<file path="src/rtl/trip_debounce_latch.sv">
// Per-channel sensor trip debouncer with mode qualification and an operator-cleared latch.
// trip_out is the latched vector the voting stage consumes; trip_new pulses on each 0->1 latch.
module trip_debounce_latch #(
    parameter int NChannels     = 3,
    parameter int DebounceCount = 3
) (
    input  logic                   clk,
    input  logic                   rst,
    input  logic                   sample_valid,
    input  logic [NChannels-1:0]   sensor_trips,
    input  logic [2*NChannels-1:0] mode,
    input  logic [NChannels-1:0]   reset_trip,
    output logic [NChannels-1:0]   trip_out,
    output logic [NChannels-1:0]   trip_new,
    output logic                   trip_any_new
);

    localparam int CntW = $clog2(DebounceCount + 1);
    localparam logic [CntW-1:0] CntMax = CntW'(DebounceCount);

    typedef enum logic [1:0] {
        MODE_BYPASS  = 2'd0,
        MODE_OPERATE = 2'd1,
        MODE_MANUAL  = 2'd2,
        MODE_ILLEGAL = 2'd3
    } mode_e;

    function automatic logic [CntW-1:0] sat_inc(input logic [CntW-1:0] c);
        if (c >= CntMax) begin
            return CntMax;
        end
        return c + CntW'(1);
    endfunction

    logic [NChannels-1:0][CntW-1:0] cnt_p1;
    logic [NChannels-1:0][CntW-1:0] cnt_nxt;
    logic [NChannels-1:0]           latch_p1;
    logic [NChannels-1:0]           latch_nxt;
    logic [NChannels-1:0]           set_v;
    logic [NChannels-1:0]           new_v;

    always_comb begin
        cnt_nxt   = cnt_p1;
        latch_nxt = latch_p1;
        set_v     = '0;
        for (int ch = 0; ch < NChannels; ch++) begin
            if (sample_valid) begin
                case (mode_e'(mode[2*ch+1 -: 2]))
                    MODE_BYPASS: begin
                        cnt_nxt[ch] = '0;
                    end
                    MODE_OPERATE: begin
                        if (sensor_trips[ch]) begin
                            cnt_nxt[ch] = sat_inc(cnt_p1[ch]);
                            set_v[ch]   = (sat_inc(cnt_p1[ch]) == CntMax);
                        end else begin
                            cnt_nxt[ch] = '0;
                        end
                    end
                    // Manual and the illegal encoding both force a trip (fail-safe).
                    default: begin
                        cnt_nxt[ch] = CntMax;
                        set_v[ch]   = 1'b1;
                    end
                endcase
            end
            // A set in the same cycle overrides the operator reset.
            if (set_v[ch]) begin
                latch_nxt[ch] = 1'b1;
            end else if (reset_trip[ch]) begin
                latch_nxt[ch] = 1'b0;
                cnt_nxt[ch]   = '0;
            end
        end
        new_v = latch_nxt & ~latch_p1;
    end

    // ---- stage p1: debounce counters, latches and edge pulses ----
    always_ff @(posedge clk or posedge rst) begin
        if (rst) begin
            cnt_p1       <= '0;
            latch_p1     <= '0;
            trip_new     <= '0;
            trip_any_new <= 1'b0;
        end else begin
            cnt_p1       <= cnt_nxt;
            latch_p1     <= latch_nxt;
            trip_new     <= new_v;
            trip_any_new <= |new_v;
        end
    end

    assign trip_out = latch_p1;

endmodule

</file>
<file path="config.mk">
export PLATFORM = sky130hd
export DESIGN_NAME = trip_debounce_latch
export DESIGN_NICKNAME = d
export VERILOG_FILES = /design/src/rtl/trip_debounce_latch.sv
export SDC_FILE = /design/constraint.sdc
export NUM_CORES = 1
export LEC_CHECK = 0
export ABC_CLOCK_PERIOD_IN_PS = 900
export CORE_AREA = 4 4 45 47
export DETAILED_ROUTE_END_ITERATION = 10
export DIE_AREA = 0 0 49 51
export PLACE_DENSITY = 0.72
export SLEW_MARGIN = 10
export SYNTH_ARGS = -nofsm -noshare
export SYNTH_HDL_FRONTEND = slang
export SYNTH_SLANG_ARGS = --single-unit
</file>
<file path="constraint.sdc">
create_clock -name clk -period 0.9 [get_ports clk]
set_input_delay 0.18 -clock clk [delete_from_list [all_inputs] [get_ports clk]]
set_output_delay 0.18 -clock clk [all_outputs]
set_load 0.01 [all_outputs]
</file>
==> flow_metrics.tcl <==
set metrics [dict create \
    status "finished, violations left" \
    violations "negative setup slack" \
    max_freq_mhz 1020 \
    cp_data_arrival_time_ps 1140 \
    max_slew_margin_pct 87.9 \
    fin_crit_ps 984 \
    seq_area_frac_synth_pct 57.6 \
    vdd_ir_drop_max_mv 0.720 \
    path_class "reg2reg" \
    cts_max_level 1 \
    start_util_pct 34.2 \
    hold_viol 0 \
    place.gp.congestion 0.676 \
    mostFrequentLayoutCells "13 x dfrtp_1, 10 x buf_4, 9 x clkdlybuf4s50_1, 8 x o21ai_1, 7 x buf_2" \
    cts_sinks 13 \
    wirelength_um 1320 \
    num-nets-final 103 \
    tritoncts.num_buffers 3 \
    synth.area.top_cells "dfrtp_1 58%, o21ai_1 8.0%, inv_1 4.0%" \
    rsz0062_at_grt "yes" \
    maxCapViolations 0 \
    setup_viol 15 \
    dieArea_um2 2500 \
    worstPathMaxFanout 5 \
    end_kind "register" \
    diodes 0 \
    final_common_cell "dfrtp_1" \
    dpl.hpwl_um 1000 \
    fp.dieW_um 49 \
    drt-wirelength-per-cell_um 12.7 \
    fin_area_um2 923 \
    leakagePower_nw 0.449 \
    drc_errors 0 \
    die_h_um 51 \
    powerDensity_nw_per_um2 1430 \
    ys_types 20 \
    syn_inst 52 \
    syn_area_per_cell_um2 10.9 \
    grt_pass1_vias 518 \
    firstDrtPassIters 4 \
    antenna_found_initial 0 \
    synth_area_leader_cell "dfrtp_1" \
    cp.required_ps 1050 \
    synth_nets 67 \
    numPortBuffers 21 \
    grt_overflow 0 \
    worstMarginPinSlew_ps 181 \
    finalClockSkew_ps 2.85 \
    vias 510 \
    drive_gt1_share_pct 37.9 \
    drt_iter0_drc 7 \
    synth_top_cell_area_share_pct 57.6 \
    finalWorstSetupSlack_ps -84.4 \
    core_area_um2 1650 \
    syn-cell-area_um2 564 \
    io_pins 22 \
    pre_cts_ws_ps -453 \
    fin_crit_sh_pct 109 \
    cts.clk_slew.worst_paths_ps 80 \
    grt_util_all_layers_pct 10.9 \
    tritoncts "done" \
    root_buffer "clkbuf_4" \
    placed_cell_area_um2 865 \
    totalPowerFinal_mw 1.32 \
    area_growth_syn_to_layout_pct 63.6 \
    cts_buffer_depth 2 \
    drv_slew 0 \
    tns_ps -754 \
    hp-class "in2async" \
    via_per_inst 4.90 \
    num_rows 15 \
    synth_warnings 0 \
    grt_max_degree 14 \
    clkLatencyLatePin_ps 270 \
    grt_pass1_wl_um 2110 \
    ant_nets 0 \
    start_kind "register" \
    ys_seq_elements 13 \
]
[synthesized netlist by cell type (all sizes together)]
| library cell | number |
|---|---|
| nand2 | 1 |
| o221ai | 1 |
| and3 | 2 |
| a21oi | 4 |
| o2bb2ai | 1 |
| a31o | 1 |
| nand3 | 2 |
| inv | 7 |
| and4 | 2 |
| and4b | 2 |
| dfrtp | 13 |
| mux2 | 1 |
| nor2 | 2 |
| a41oi | 1 |
| o21ai | 11 |
| buf | 1 |
[logic make-up after synthesis]
| kind of cell | Yosys count | share of synthesized area [%] |
|---|---|---|
| AO/OA/AOI/OAI | 19 | 20.2 |
| flip-flops | 13 | 57.6 |
| AND/OR/NAND/NOR | 11 | 13.5 |
| buffers and inverters | 8 | 6.65 |
| multiplexers | 1 | 2.00 |
[final cells by class]
cell class / count / area, um2
Inverter: 7 / 26.3
Clock buffer: 4 / 26.3
Timing Repair Buffer: 32 / 264
Sequential cell: 13 / 325
Multi-Input combinational cell: 31 / 260
Tap cell: 17 / 21.3
Fill cell: 157 / 728
[where the power goes]
group	switching (mW)	total [mW]	internal [mW]	leakage, nW
sequential	0.0255	0.661	0.636	0.163
combinational	0.137	0.309	0.173	0.272
clock	0.182	0.353	0.172	0.0150
[worst paths after layout]
check                                            from                     end  slack (ps)  cells after the start
worst min register to register  trip_out[0]$_DFF_PP0_   trip_new[0]$_DFF_PP0_         540                      2
worst max-delay path              cnt_p1[1]$_DFF_PP0_  trip_any_new$_DFF_PP0_         -80                      3
min in group clk                         sample_valid     cnt_p1[4]$_DFF_PP0_         400                      3
worst min-delay path                              rst   trip_new[1]$_DFF_PP0_         220                      3
worst max register to register    cnt_p1[1]$_DFF_PP0_  trip_any_new$_DFF_PP0_         -80                      3
max in group asynchronous                         rst   trip_new[0]$_DFF_PP0_         570                      3
[flip-flops by register name (all words and copies together) (netlist names)]
register      cells
cnt_p1            6
trip_any_new      1
trip_new          3
trip_out          3
[critical path, stage by stage (launching register included)]
cell,delay (ps)
dfrtp_1,390
and3_4,180
o21ai_4,190
o221ai_2,110
[stage by stage]
step,utilization [%],hold WS (ps),cells
2_1_floorplan,-,57.0,52
3_3_place_gp,52.3,484,97
3_5_place_dp,52.3,486,97
4_1_cts,52.8,228,102
5_1_grt,55.9,257,104
6_report,55.9,221,104
[per-layer routing]
layer  GRT usage (%)  vias up  wire (um)
li1                -      258          -
met1            11.3      236        545
met2            20.0       16        686
met3            3.79        0         86
met4            4.04        0          0
met5               0        -          0
[what timing repair did]
action,CTS,global route
setup buffers,1,2
hold buffers,0,0
hold endpoints to repair,0,0
resized for setup,36,7
cloned,0,0
pin swaps,4,2
endpoints found under the setup margin,19,19
No activity file was read; power rests on OpenSTA's default activity.
